`src/rtl/anc_pkg.sv`:
```
// rtl/anc_pkg.sv - shared state type and sizing defaults for the ANC tap sequencer
package anc_pkg;

  localparam int NTAPS_DEF = 16;
  localparam int SAMPLE_W  = 16;

  typedef enum logic [2:0] {
    ST_IDLE,
    ST_CAPTURE,
    ST_FIR,
    ST_OUT,
    ST_LMS
  } anc_state_e;

endpackage

```
`src/rtl/anc_seq_if.sv`:
```
// rtl/anc_seq_if.sv - sample handshake and datapath strobe bundle of the ANC sequencer
interface anc_seq_if #(
  parameter int AW = 4
);
  import anc_pkg::*;

  logic                in_valid;
  logic                controller_ready;
  logic                lms_en;
  logic                cap_en;
  logic                mac_clr;
  logic                mac_en;
  logic [AW-1:0]       tap_addr;
  logic                w_we;
  logic                out_valid;
  logic                busy;
  logic [SAMPLE_W-1:0] sample_cnt;

  // master: the sequencer; slave: sample source and datapath
  modport master (
    input  in_valid, lms_en,
    output controller_ready, cap_en, mac_clr, mac_en, tap_addr,
           w_we, out_valid, busy, sample_cnt
  );

  modport slave (
    output in_valid, lms_en,
    input  controller_ready, cap_en, mac_clr, mac_en, tap_addr,
           w_we, out_valid, busy, sample_cnt
  );

endinterface

```
`src/rtl/anc_tap_cnt.sv`:
```
// rtl/anc_tap_cnt.sv - clearable tap index up-counter that parks at NTAPS-1
module anc_tap_cnt #(
  parameter int NTAPS = 16,
  parameter int AW    = $clog2(NTAPS)
) (
  input  logic          clk,
  input  logic          rst_n,
  input  logic          clr_i,
  input  logic          inc_i,
  output logic [AW-1:0] cnt_o,
  output logic          tc_o
);

  logic [AW-1:0] cnt_q;
  logic [AW-1:0] cnt_d;

  assign tc_o  = (cnt_q == AW'(NTAPS - 1));
  assign cnt_o = cnt_q;

  // clear wins over increment; the count never wraps past the last tap
  always_comb begin
    cnt_d = cnt_q;
    if (clr_i) begin
      cnt_d = '0;
    end else if (inc_i && !tc_o) begin
      cnt_d = cnt_q + AW'(1);
    end
  end

  always_ff @(posedge clk or negedge rst_n) begin
    if (!rst_n) begin
      cnt_q <= '0;
    end else begin
      cnt_q <= cnt_d;
    end
  end

endmodule

```
`src/rtl/anc_seq.sv`:
```
// rtl/anc_seq.sv - per-sample capture / FIR / output / LMS-update sequencer for the ANC datapath
module anc_seq
  import anc_pkg::*;
#(
  parameter int NTAPS = NTAPS_DEF,
  parameter int AW    = $clog2(NTAPS)
) (
  input  logic clk,
  input  logic rst_n,
  anc_seq_if.master bus
);

  anc_state_e          state_q;
  logic                lms_q;
  logic                cap_en_q;
  logic                mac_clr_q;
  logic                mac_en_q;
  logic                w_we_q;
  logic                out_valid_q;
  logic                busy_q;
  logic [SAMPLE_W-1:0] sample_cnt_q;
  logic [AW-1:0]       tap_cnt;
  logic                tap_tc;
  logic                tap_run;

  // counter sits at 0 outside FIR/LMS, so it starts each sweep from tap 0
  assign tap_run = (state_q == ST_FIR) || (state_q == ST_LMS);

  anc_tap_cnt #(
    .NTAPS (NTAPS),
    .AW    (AW)
  ) u_tap_cnt (
    .clk   (clk),
    .rst_n (rst_n),
    .clr_i (!tap_run || tap_tc),
    .inc_i (tap_run),
    .cnt_o (tap_cnt),
    .tc_o  (tap_tc)
  );

  always_ff @(posedge clk or negedge rst_n) begin
    if (!rst_n) begin
      state_q      <= ST_IDLE;
      lms_q        <= 1'b0;
      cap_en_q     <= 1'b0;
      mac_clr_q    <= 1'b0;
      mac_en_q     <= 1'b0;
      w_we_q       <= 1'b0;
      out_valid_q  <= 1'b0;
      busy_q       <= 1'b0;
      sample_cnt_q <= '0;
    end else begin
      cap_en_q    <= 1'b0;
      mac_clr_q   <= 1'b0;
      mac_en_q    <= 1'b0;
      w_we_q      <= 1'b0;
      out_valid_q <= 1'b0;
      case (state_q)
        ST_IDLE: begin
          if (bus.in_valid) begin
            state_q      <= ST_CAPTURE;
            lms_q        <= bus.lms_en;
            sample_cnt_q <= sample_cnt_q + SAMPLE_W'(1);
            cap_en_q     <= 1'b1;
            mac_clr_q    <= 1'b1;
            busy_q       <= 1'b1;
          end
        end
        ST_CAPTURE: begin
          state_q  <= ST_FIR;
          mac_en_q <= 1'b1;
        end
        ST_FIR: begin
          if (tap_tc) begin
            state_q     <= ST_OUT;
            out_valid_q <= 1'b1;
          end else begin
            mac_en_q <= 1'b1;
          end
        end
        ST_OUT: begin
          if (lms_q) begin
            state_q <= ST_LMS;
            w_we_q  <= 1'b1;
          end else begin
            state_q <= ST_IDLE;
            busy_q  <= 1'b0;
          end
        end
        ST_LMS: begin
          if (tap_tc) begin
            state_q <= ST_IDLE;
            busy_q  <= 1'b0;
          end else begin
            w_we_q <= 1'b1;
          end
        end
        default: begin
          state_q <= ST_IDLE;
          busy_q  <= 1'b0;
        end
      endcase
    end
  end

  // ready is held low while reset is applied, then follows IDLE only
  assign bus.controller_ready = rst_n && (state_q == ST_IDLE);
  assign bus.cap_en           = cap_en_q;
  assign bus.mac_clr          = mac_clr_q;
  assign bus.mac_en           = mac_en_q;
  assign bus.tap_addr         = tap_cnt;
  assign bus.w_we             = w_we_q;
  assign bus.out_valid        = out_valid_q;
  assign bus.busy             = busy_q;
  assign bus.sample_cnt       = sample_cnt_q;

endmodule

```
`src/flat_wrapper.sv`:
```
// flat-port wrapper written by rule: the top's interface ports become plain ports
module anc_seq_flat import anc_pkg::*;
#(
  parameter int NTAPS = NTAPS_DEF,
  parameter int AW    = $clog2(NTAPS)
)
  (clk, rst_n, bus_in_valid, bus_lms_en, bus_controller_ready, bus_cap_en, bus_mac_clr, bus_mac_en, bus_tap_addr, bus_w_we, bus_out_valid, bus_busy, bus_sample_cnt);
  anc_seq_if #(.AW(AW)) bus_i ();
  input  logic clk;
  input  logic rst_n;
  input wire logic [$bits(bus_i.in_valid)-1:0] bus_in_valid;
  input wire logic [$bits(bus_i.lms_en)-1:0] bus_lms_en;
  output wire logic [$bits(bus_i.controller_ready)-1:0] bus_controller_ready;
  output wire logic [$bits(bus_i.cap_en)-1:0] bus_cap_en;
  output wire logic [$bits(bus_i.mac_clr)-1:0] bus_mac_clr;
  output wire logic [$bits(bus_i.mac_en)-1:0] bus_mac_en;
  output wire logic [$bits(bus_i.tap_addr)-1:0] bus_tap_addr;
  output wire logic [$bits(bus_i.w_we)-1:0] bus_w_we;
  output wire logic [$bits(bus_i.out_valid)-1:0] bus_out_valid;
  output wire logic [$bits(bus_i.busy)-1:0] bus_busy;
  output wire logic [$bits(bus_i.sample_cnt)-1:0] bus_sample_cnt;
  assign bus_i.in_valid = bus_in_valid;
  assign bus_i.lms_en = bus_lms_en;
  assign bus_controller_ready = bus_i.controller_ready;
  assign bus_cap_en = bus_i.cap_en;
  assign bus_mac_clr = bus_i.mac_clr;
  assign bus_mac_en = bus_i.mac_en;
  assign bus_tap_addr = bus_i.tap_addr;
  assign bus_w_we = bus_i.w_we;
  assign bus_out_valid = bus_i.out_valid;
  assign bus_busy = bus_i.busy;
  assign bus_sample_cnt = bus_i.sample_cnt;
  anc_seq #(.NTAPS(NTAPS), .AW(AW)) u_core (.clk(clk), .rst_n(rst_n), .bus(bus_i));
endmodule
```
`config.mk`:
```
export PLATFORM = sky130hd
export DESIGN_NAME = anc_seq_flat
export DESIGN_NICKNAME = d
export VERILOG_FILES = /design/src/rtl/anc_pkg.sv /design/src/rtl/anc_seq_if.sv /design/src/rtl/anc_tap_cnt.sv /design/src/rtl/anc_seq.sv /design/src/flat_wrapper.sv
export SDC_FILE = /design/constraint.sdc
export NUM_CORES = 1
export LEC_CHECK = 0
export ABC_AREA = 1
export CAP_MARGIN = 20
export CORE_UTILIZATION = 44
export DETAILED_ROUTE_END_ITERATION = 8
export PLACE_DENSITY_LB_ADDON = 0.25
export SYNTH_ARGS = -nofsm -noshare
export SYNTH_HDL_FRONTEND = slang
export SYNTH_SLANG_ARGS = --single-unit
```
`constraint.sdc`:
```
create_clock -name clk -period 1.35 [get_ports clk]
set_input_delay 0.27 -clock clk [delete_from_list [all_inputs] [get_ports clk]]
set_output_delay 0.27 -clock clk [all_outputs]
set_load 0.05 [all_outputs]
```
# --- After elaboration in Yosys (flattened, before gate mapping) ---
# Cells that the tools add are included.
word_totals:
  inputBits: 4
  reg_bits: 29
  out_inout_bits: 27
  word_cells: 52
op_classes:
  addsub: 2
  eq_ne: 9
  reduce_logical: 12
  bitwise: 1
  n_mux: 19
ops:
  columns: ["cell", "count"]
  rows:
  - ["$add A16 B1 Y16 const B", 1]
  - ["$pmux W3 S5", 1]
  - ["$mux W3", 4]
  - ["$mux W1", 9]
  - ["$mux W4", 2]
  - ["$eq A3 B2 Y1 const B", 2]
  - ["$add A4 B1 Y4 const B", 1]
  - ["$eq A4 B4 Y1 const B", 1]
  - ["$ne A2 B1 Y1 const B", 2]
  - ["$ne A2 B2 Y1 const B", 2]
  - ["$pmux W1 S2", 2]
  - ["$pmux W1 S4", 1]
  - ["$reduce_and A4 Y1", 1]
  - ["$eq A3 B1 Y1 const B", 1]
  - ["$eq A3 B3 Y1 const B", 1]
  - ["$logic_not A3 Y1", 1]
  - ["$reduce_and A3 Y1", 1]
  - ["$logic_and A1 B1 Y1", 2]
  - ["$logic_not A1 Y1", 2]
  - ["$logic_or A1 B1 Y1", 2]
  - ["$reduce_and A2 Y1", 1]
  - ["$reduce_bool A2 Y1", 1]
  - ["$reduce_or A2 Y1", 1]
  - ["$not A1 Y1", 1]

# --- Depth between registers and ports, before layout ---
depth:
  depth_word: 5
  depth_mapped: 9
  depth_no_buf: 9

# --- Cells and area by module ---
# From an unflattened synthesis, not the netlist that was laid out.
hier_totals:
  cells_unflattened: 173
  hier_area_um2: 1461.4
modules_own_cells:
  columns: ["module", "area_each_um2", "instances", "cells_per_inst"]
  rows:
  - ["anc_seq", 1236.2, 1, 144]
  - ["anc_tap_cnt", 225.2, 1, 29]

# --- Least setup slack after synthesis ---
# Ideal clock, no wire load.
synth_timing:
  path_kind: "flip-flop to flip-flop"
  from: "reg u_core.sample_cnt_q[0], in the netlist u_core.bus.sample_cnt[0]"
  to: "reg u_core.sample_cnt_q[10], in the netlist u_core.bus.sample_cnt[10]"
  arrival_ns: 1.545
  setup_ns: 0.114
  required_time_ns: 1.236
  path_slack_ns: -0.308
  path_stages_with_launch: 9
  synth_period_minus_slack_ns: 1.658
  cell_sequence: "dfrtp_1 -> ha_1 -> nand2_1 -> nor2_1 -> nand2_1 -> nor2_4 -> nand3_1 -> nand2_1 -> inv_1"
synth_via:
  elab_chain_cells: 1
synth_lines:
  columns: ["item", "line_no", "text"]
  rows:
  - ["start, declared", "anc_seq.sv:21", "logic [SAMPLE_W-1:0] sample_cnt_q;"]
  - ["start signal, assigned", "anc_seq.sv:63", "sample_cnt_q <= sample_cnt_q + SAMPLE_W'(1);"]
  - ["$add A16 B1 Y16", "anc_seq.sv:63", null]
# No other way between the ends.
# A chain may end at the register's enable or synchronous reset.

# --- Final worst setup path ---
layout_timing:
  from: "reg u_core.state_q[2]"
  to: "out bus_controller_ready"
layout_via:
  elab_chain_cells: 2
layout_lines:
  columns: ["item", "line_no", "text"]
  rows:
  - ["start, declared", "anc_seq.sv:13", "anc_state_e state_q;"]
  - ["start signal, assigned", "anc_seq.sv:43", "state_q <= ST_IDLE;"]
  - ["start signal, assigned", "anc_seq.sv:61", "state_q <= ST_CAPTURE;"]
  - ["start signal, assigned", "anc_seq.sv:70", "state_q <= ST_FIR;"]
  - ["$logic_not A3 Y1", "anc_seq.sv:107", "assign bus.controller_ready = rst_n && (state_q == ST_IDLE);"]
  - ["$logic_and A1 B1 Y1", "anc_seq.sv:107", null]
  - ["end, declared", "flat_wrapper.sv:13", "output wire logic [$bits(bus_i.controller_ready)-1:0] bus_controller_ready;"]
# No other way between the ends.

==> metrics.md <==
| Metric | Value |
|---|---|
| Status | `finished with violations` |
| Failing checks | `negative setup slack` |
| Worst Max-Slew Pin Slew | `0.358 ns` |
| Core area | `3030 um^2` |
| CTS max path bufs | `2` |
| Hold Crit Class | `in2async` |
| Layout cells sized above 1 | `0.376` |
| Part of the Yosys area used for sequential elements | `0.517` |
| Crit-path max FO | `4` |
| Routed vias/inst | `about 4.7` |
| Clock Latency Late Sink | `around 0.33 ns` |
| Period utilization | `1.10` |
| Die Span Y | `58.5 um` |
| CTS Sinks | `29` |
| Final Cell Area | `2270 um^2` |
| CP Data Arrival Time | `1.21 ns` |
| FMAX | `674 MHz` |
| Synth Register Bits | `29` |
| ANT nets after route | `0` |
| Antenna violations before repair | `0` |
| CTS Root Cell | `clkbuf_4` |
| Post-synthesis cell type count | `17` |
| Vias post-DR | `1244` |
| Crit path launch type | `register` |
| Commonest non-fill, non-tap cell in the layout | `nand2_1` |
| Final std cells w/o fill | `262` |
| Fillers | `roughly 210` |
| Total gr overflow | `0` |
| Port buffer count | `30` |
| Commonest cells after routing, fill and taps aside | `nand2_1 (43), buf_12 (27), inv_1 (23)` |
| # rows | `20` |
| Placed Area | `2130 um^2` |
| Worst Setup Slack, final | `-0.134 ns` |
| Register area | `roughly 740 um^2` |
| Final Hold Vio Count | `0` |
| Syn Area/Cell | `8.41 um^2` |
| I/O pin count | `31` |
| Pwr dens | `1930 nW/um^2` |
| Final Slew Violations | `0` |
| Final GP Congestion | `0.843` |
| Worst-path clk slew | `0.09 ns` |
| TritonRoute pass-1 iters | `4` |
| CTS tree | `built` |
| DIE AREA | `~3400 um^2` |
| Mapped Cells | `167` |
| Layout area overhead | `61.9%` |
| Crit path kind | `reg2out` |
| Starting density of the core | `0.464` |
| Worst EP required | `1.08 ns` |
| Final WL | `3240 um` |
| Vias in the first global route | `between 1000 and 1500` |
| Mapped Area | `1400 um^2` |
| Syn. warnings | `0` |
| Die Wd | `between 50 and 60 um` |
| GRT Total Usage | `0.223` |
| Nets | `223` |
| Hpwl dp | `2290 um` |
| RSZ-0062 raised after global routing | `true` |
| Num CTS Buffers | `5` |
| Skew final | `0.00490 ns` |
| Area occupied by multi-input gates | `639 um^2` |
| Max_slew headroom | `0.761` |
| Final setup fails | `13` |
| Crit path capture type | `output pin` |
| Routed wire per std cell | `12.4 um` |
| # DRC | `0` |
| Initial DRC Count | `29` |
| Minimum clock period | `1.48 ns` |
| First-pass GRT wire length | `5580 um` |
| Synthesized Nets | `173` |
| Max cap viols | `0` |
| H-tree depth | `2` |
| Largest net degree at the start of global routing | `30` |
| Cells after DPL | `approximately 250` |
| VDD IR max | `1.26 mV` |
| Pleak | `1.11 nW` |
| Ant diodes | `0` |
[path summary, 6_finish.rpt]
path / cells after the start / end / startpoint / slack, ns
max in group asynchronous: 2 / u_core.bus.sample_cnt[5] / rst_n / 0.70
setup / recovery: 4 / bus_controller_ready / u_core.state_q[2] / -0.13
hold reg to reg: 1 / u_core.bus.sample_cnt[6] / u_core.bus.sample_cnt[6] / 0.53
min in group clk: 3 / u_core.lms_q / bus_lms_en / 0.52
hold / removal: 2 / u_core.bus.sample_cnt[11] / rst_n / 0.36
setup reg to reg: 8 / u_core.bus.sample_cnt[14] / u_core.state_q[0] / -0.10
[routing by layer]
layer  vias up  GRT usage  part of all wire
met5         -          0                 0
met4         0      0.105             0.021
met3         9     0.0769             0.062
met2        47      0.374              0.50
met1       574      0.256              0.41
li1        614          -                 -
[cell type report]
type	count	area share
Sequential cell	29	0.327
Timing Repair Buffer	44	0.301
Multi-Input combinational cell	112	0.281
Inverter	25	0.0413
Clock buffer	8	0.0259
Tap cell	44	0.0242
[synth_stat cells]
| cell | instances | area share |
|---|---|---|
| xor2_1 | 7 | 0.044 |
| ha_1 | 2 | 0.018 |
| buf_4 | 1 | 0.0053 |
| o21ai_0 | 4 | 0.014 |
| nor3_1 | 4 | 0.014 |
| nor2_1 | 23 | 0.061 |
| nand4_1 | 2 | 0.0089 |
| inv_1 | 24 | 0.064 |
| nand3b_1 | 5 | 0.027 |
| dfrtp_1 | 29 | 0.52 |
| xnor2_1 | 2 | 0.012 |
| nand3_4 | 1 | 0.012 |
| nor2_2 | 2 | 0.0089 |
| nor2_4 | 4 | 0.032 |
| nand3_1 | 9 | 0.032 |
| inv_2 | 1 | 0.0027 |
| nand2_1 | 47 | 0.13 |
[critical path, stage by stage, from the launching register on]
cell and delay [ns]:
dfrtp_1 0.42, inv_2 0.13, nand2_2 0.10, nor2_4 0.10, buf_12 0.14
[timing repair]
item,4_1_cts,5_1_grt
buffers inserted,6,1
gates resized for setup,5,4
setup endpoints to repair,2,22
pin swaps,5,5
hold buffers,0,0
[state kept, by name, indices dropped and copies added (netlist names)]
name	count
u_core.lms_q	1
u_core.bus.sample_cnt	16
u_core.bus.out_valid	1
u_core.bus.cap_en	1
u_core.bus.mac_en	1
u_core.bus.w_we	1
u_core.state_q	3
u_core.bus.busy	1
u_core.u_tap_cnt.cnt_o	4
[per-stage QoR]
step	hold WS [ns]	power, W	TNS (ns)	utilization	setup WS (ns)
after global placement	0.515	0.00358	-1.39	0.705	-0.136
after detailed placement	0.517	0.00364	-1.92	0.705	-0.188
after CTS	0.364	0.00434	-0.221	0.744	-0.114
final	0.361	0.00438	-0.531	0.750	-0.134
after floorplan	-0.0256	0.00255	-0.261	-	-0.0937
after global routing	0.383	0.00463	-2.05	0.750	-0.191
[cell families after synthesis]
group,count (synthesis),share of synthesized area
compound gates,4,0.0143
flops,29,0.517
fa+ha+maj,2,0.0178
simple gates,97,0.323
buf+inv,26,0.0722
xor+xnor,9,0.0562
[report_power, final]
| part | internal [W] | leakage [nW] | total [W] | switching, W |
|---|---|---|---|---|
| clock | 0.000256 | 0.0326 | 0.000542 | 0.000285 |
| sequential | 0.00111 | 0.351 | 0.00137 | 0.000264 |
| combinational | 0.00114 | 0.724 | 0.00247 | 0.00133 |
| total | 0.00251 | 1.11 | 0.00438 | 0.00187 |
No activity file was read; power rests on OpenSTA's default activity.
==> edit 1 (same flow settings) <==
Re-encode `anc_state_e` (5 states) as Gray code, 3 bits wide.
--- a/src/rtl/anc_pkg.sv
+++ b/src/rtl/anc_pkg.sv
@@ -7,7 +7,7 @@
   typedef enum logic [2:0] {
-    ST_IDLE,
-    ST_CAPTURE,
-    ST_FIR,
-    ST_OUT,
-    ST_LMS
+    ST_IDLE    = 3'b000,
+    ST_CAPTURE = 3'b001,
+    ST_FIR     = 3'b011,
+    ST_OUT     = 3'b010,
+    ST_LMS     = 3'b110
   } anc_state_e;
Function: same outputs for any inputs over 10 cycles, from zero or initial values and one cycle with rst_n low; not proved beyond that.
==> edit 1 against the unedited design <==
  * The run ends with design-rule violations, negative setup slack left
  * Final area rose by 0.50%
  * Routed wire length rose by 8.9%
  * Area after synthesis fell by 3.7%
  * Setup slack got worse by 0.033 ns
  * Sequential share of layout area fell by 0.16 points
  * Fmax fell by 2.1%
  * Sequential cell count did not move
  * Power fell by 1.7%
  * First-iteration DRC count rose by 17%
  * Global-route usage fell by 0.87 points
  * Critical path type unchanged
  * Critical endpoint unchanged
==> edit 1: results (changes against the unedited design) <==
M1 WL - 1.42 mm (+6.6%)
hold-fix buffer count after cts - 0 (unchanged)
normalized max-slew margin - 74.8% (-1.3 points)
Leak - 1.10 nW (-0.44%)
CTS Buf Count - 5 (unchanged)
asr flop ratio synth - 100% (unchanged)
Top FF cell, synth - dfrtp_1
Synth Net Count - 158 (-8.7%)
Synth area leaders - dfrtp_1 (54%), nand2_1 (11%), inv_1 (6.9%), xor2_1 (5.2%), nor2_1 (4.4%)
Port Buffers - 30 (unchanged)
Setup Viol. Count Final - 21 (+8)
data arrival time of the critical path - 1.25 ns (+0.04 ns)
critical path startpoint category - flop
root buffer cell - clkbuf_4
DRC violations left - 2 (+2)
synth cell count leaders - nand2_1 (39), dfrtp_1 (29), inv_1 (25)
Total Routing Usage GR - 21.4% (-0.87 points)
HPWL Detailed - 2.25 mm (-1.7%)
synth warn - 0 (unchanged)
FF-to-FF Start - u_core.state_q[2]$_DFFE_PN0P_
largest net degree at the start of global routing - 30 (unchanged)
1st-iter DRT viols - 34 (+17%)
via density per instance - 5.12 (+7.9%)
router iterations before antenna repair - 6 (+2)
Worst-Skew Late Latency - 0.33 ns (about the same)
Crit-path slowest cell - dfrtp_2
first-pass GRT wire length - 5.28 mm (-5.3%)
CP max stage delay - 0.43 ns
highest metal used - met4
Worst Hold Class - primary input to asynchronous set/reset pin
n_diodes - 0 (unchanged)
initial antenna violation count - 0 (unchanged)
distinct cell type count after synthesis - 21 (+4)
layout cell share with drive strength beyond 1 - 45.9% (+8.3 points)
VDD IR-drop max - 1.74 mV (+38%)
clk buf depth - 2 (unchanged)
CP delay by family, top - flip-flops
setup ws final - -0.167 ns (-0.0326 ns)
max FFs per register - 16 (unchanged)
outcome - complete, but fails checks
Fmax achieved - 659 MHz (-2.1%)
failing checks - design-rule violations, negative setup slack
Seq/Total Area, Yosys - 53.7% (+2.0 points)
vias in the first global route - 1209 (-8.0%)
GPL Wtd Cong - 0.866 (+2.7%)
Clock transition at path regs - 0.10 ns
CTS H-tree lvls - 2 (unchanged)
total grt overflow - 0 (unchanged)
routed wire length - 3.52 mm (+8.9%)
Post-layout nets - 212 (-4.9%)
met3 WL - 169 um (-16%)
DR WL met2 - 1.83 mm (+12%)
worst-path fanout max - 2 (-2)
Clock Skew - 0.0113 ns (+0.00637 ns)
edit 1: cell count changes after synthesis, moves of 2 or more:
cell      change
nand2_1       -8
nor2_1        -7
nand3b_1      -5
nand3_1       -4
o21ai_0       -2
o21ai_1       +2
xnor2_1       +2
edit 1: power by group:
part / switching [mW] / leakage (nW) / internal [mW]
Combinational: 1.26 / 0.713 / 1.12
Clock: 0.306 / 0.0413 / 0.301
Sequential: 0.226 / 0.348 / 1.09
Total: 1.80 / 1.10 / 2.51
edit 1: per-layer routing:
metal	GRT usage, %	up-vias
met1	25.0	599
li1	-	574
met5	0	-
met4	9.41	0
met2	36.7	33
met3	5.90	13
edit 1: stage by stage:
step / hold WS [ns] / cell area [sq um] / worst slack [ns] / TNS (ns) / cells
detailed placement: 0.474 / 2050 / -0.189 / -1.84 / 222
global placement: 0.464 / 2050 / -0.126 / -1.32 / 222
global route: 0.439 / 2280 / -0.223 / -2.85 / 238
floorplan: -0.0256 / 1380 / -0.146 / -0.781 / 152
finish: 0.394 / 2280 / -0.167 / -1.41 / 238
CTS: 0.418 / 2160 / -0.171 / -0.185 / 233
edit 1: logic make-up (layout without fill, tap and decap cells):
logic type | Yosys count | after routing | synth area share, %
adders and majority gates | 2 | 2 | 1.85
xor gates and xnor gates | 12 | 12 | 7.78
and+or+nand+nor | 77 | 77 | 26.8
AOI/OAI and AO/OA | 5 | 5 | 2.13
DFF | 29 | 29 | 53.7
buffers and inverters | 27 | 82 | 7.78
edit 1: what timing repair did:
| item | in CTS | in global routing |
|---|---|---|
| gates resized for setup | 7 | 20 |
| pin swaps | 3 | 10 |
| endpoints found under the setup margin | 2 | 17 |
| setup buffers | 3 | 5 |
edit 1: final timing paths:
kind / depth (start not counted) / end / slack [ns]
setup / recovery: 4 / bus_controller_ready / -0.17
hold / removal: 2 / u_core.bus.sample_cnt[15]$_DFFE_PN0P_ / 0.39
setup reg to reg: 8 / u_core.bus.sample_cnt[12]$_DFFE_PN0P_ / -0.15
hold reg to reg: 1 / u_core.bus.sample_cnt[5]$_DFFE_PN0P_ / 0.53
max in group asynchronous: 2 / u_core.state_q[1]$_DFFE_PN0P_ / 0.66
min in group clk: 3 / u_core.lms_q$_DFFE_PN0P_ / 0.51
edit 1: final cells by class:
class,instances,area [sq um]
repair buffers,48,724
flip-flops and latches,29,742
clock buffers,7,65.1
inverters,26,97.6
fillers,161,546
multi-input cells,96,611
well taps,31,38.8
clock inverters,1,5.00
==> edit 2 (same flow settings) <==
Without the edit above. `SAMPLE_W`: 16 -> 32.
--- a/src/rtl/anc_pkg.sv
+++ b/src/rtl/anc_pkg.sv
@@ -4,3 +4,3 @@
   localparam int NTAPS_DEF = 16;
-  localparam int SAMPLE_W  = 16;
+  localparam int SAMPLE_W  = 32;
 
Interface: changed (resized bus_sample_cnt); port bits go from 31 to 47. The function was not compared with the original's and may differ.
==> edit 2 against the unedited design <==
  * The flow still finishes with violations (negative setup slack)
  * Combinational power up 20%
  * Setup slack got worse by 0.11 ns
  * Routed wire length rose by 130%
  * Worst hold slack got worse by 0.29 ns
  * Final area rose by 81%
  * Highest routed layer unchanged
  * Via count up 91%
  * Power is 28% higher
  * Area after synthesis grew 64%
  * Fmax shrank 7.1%
  * Sequential cell count is 16 higher
  * Count of clock-buffer cells in the layout unchanged
  * Sequential power up 32%
  * Critical path depth increased by 3
  * Critical endpoint is now u_core.bus.sample_cnt[9]$_DFFE_PN0P_
  * Critical path type is now flop to flop
==> edit 2: results (changes against the unedited design) <==
failing checks - negative setup slack
Seq/Total Area, Yosys - 48.9% (-2.8 points)
Critical Path End - u_core.bus.sample_cnt[9]$_DFFE_PN0P_
compound-cell area share of the yosys netlist - 0.761% (-0.67 points)
largest net degree at the start of global routing - 46 (+53%)
Post-layout nets - 394 (+77%)
Synth area leaders - dfrtp_1 (49%), nand2_1 (14%), nor2_1 (6.5%), inv_1 (6.0%), nand3_1 (4.6%)
Vias - 2380 (+91%)
R2R cell count - 7 (-1)
Setup Viol. Count Final - 33 (+20)
met2 GRT Util - 47.5% (+10 points)
fill cell count - 237 (+16%)
post-CTS sizing - 32 (+27)
setup ws final - -0.248 ns (-0.113 ns)
Total Routing Usage GR - 27.6% (+5.3 points)
Seq pwr share - 32.3% (+1.0 points)
max FFs per register - 32 (+16)
VDD IR-drop max - 1.76 mV (+39%)
routing usage on met1 - 34.2% (+8.6 points)
distinct cell type count after synthesis - 22 (+5)
normalized max-slew margin - 61.7% (-14 points)
outcome - complete, but fails checks
Worst-Skew Late Latency - 0.30 ns (-0.03 ns)
Hold Slack - 0.0665 ns (-0.295 ns)
M1 WL - 2.96 mm (+120%)
worst-path fanout max - 8 (+4)
Synth Net Count - 292 (+69%)
Comb pwr share - 53.1% (-3.2 points)
Synth Area in XOR/XNOR - 7.23% (+1.6 points)
vias in the first global route - 2329 (+77%)
Port Buffers - 46 (+53%)
CP delay by family, top - simple AND/OR/NAND/NOR gates
GPL Wtd Cong - 0.890 (+5.6%)
[edit 2: changes by cell type after synthesis, moves of 6 or more]
cell     unedited run  this run
nand2_1            47        87
xnor2_1             2         8
nor2_1             23        40
inv_1              24        37
dfrtp_1            29        45
nand3_1             9        21
nand4_1             2        14
[edit 2: stage by stage]
step | TNS, ns | cells | utilization [%] | setup WS [ns] | total power, mW
CTS | -2.10 | 451 | 80.5 | -0.191 | 5.29
finish | -4.65 | 456 | 84.2 | -0.248 | 5.60
global route | -6.52 | 456 | 84.2 | -0.287 | 5.82
detailed placement | -7.94 | 436 | 75.4 | -0.356 | 4.23
floorplan | -1.45 | 286 | - | -0.111 | 2.94
global placement | -6.54 | 436 | 75.4 | -0.262 | 4.15
[edit 2: cell type report]
cell class,count,area [sq um],area share (%)
Clock buffer,8,80.1,1.95
Timing Repair Buffer,98,1350,32.9
Sequential cell,45,1160,28.3
Multi-Input combinational cell,201,1280,31.1
Tap cell,67,83.8,2.04
Inverter,37,154,3.75
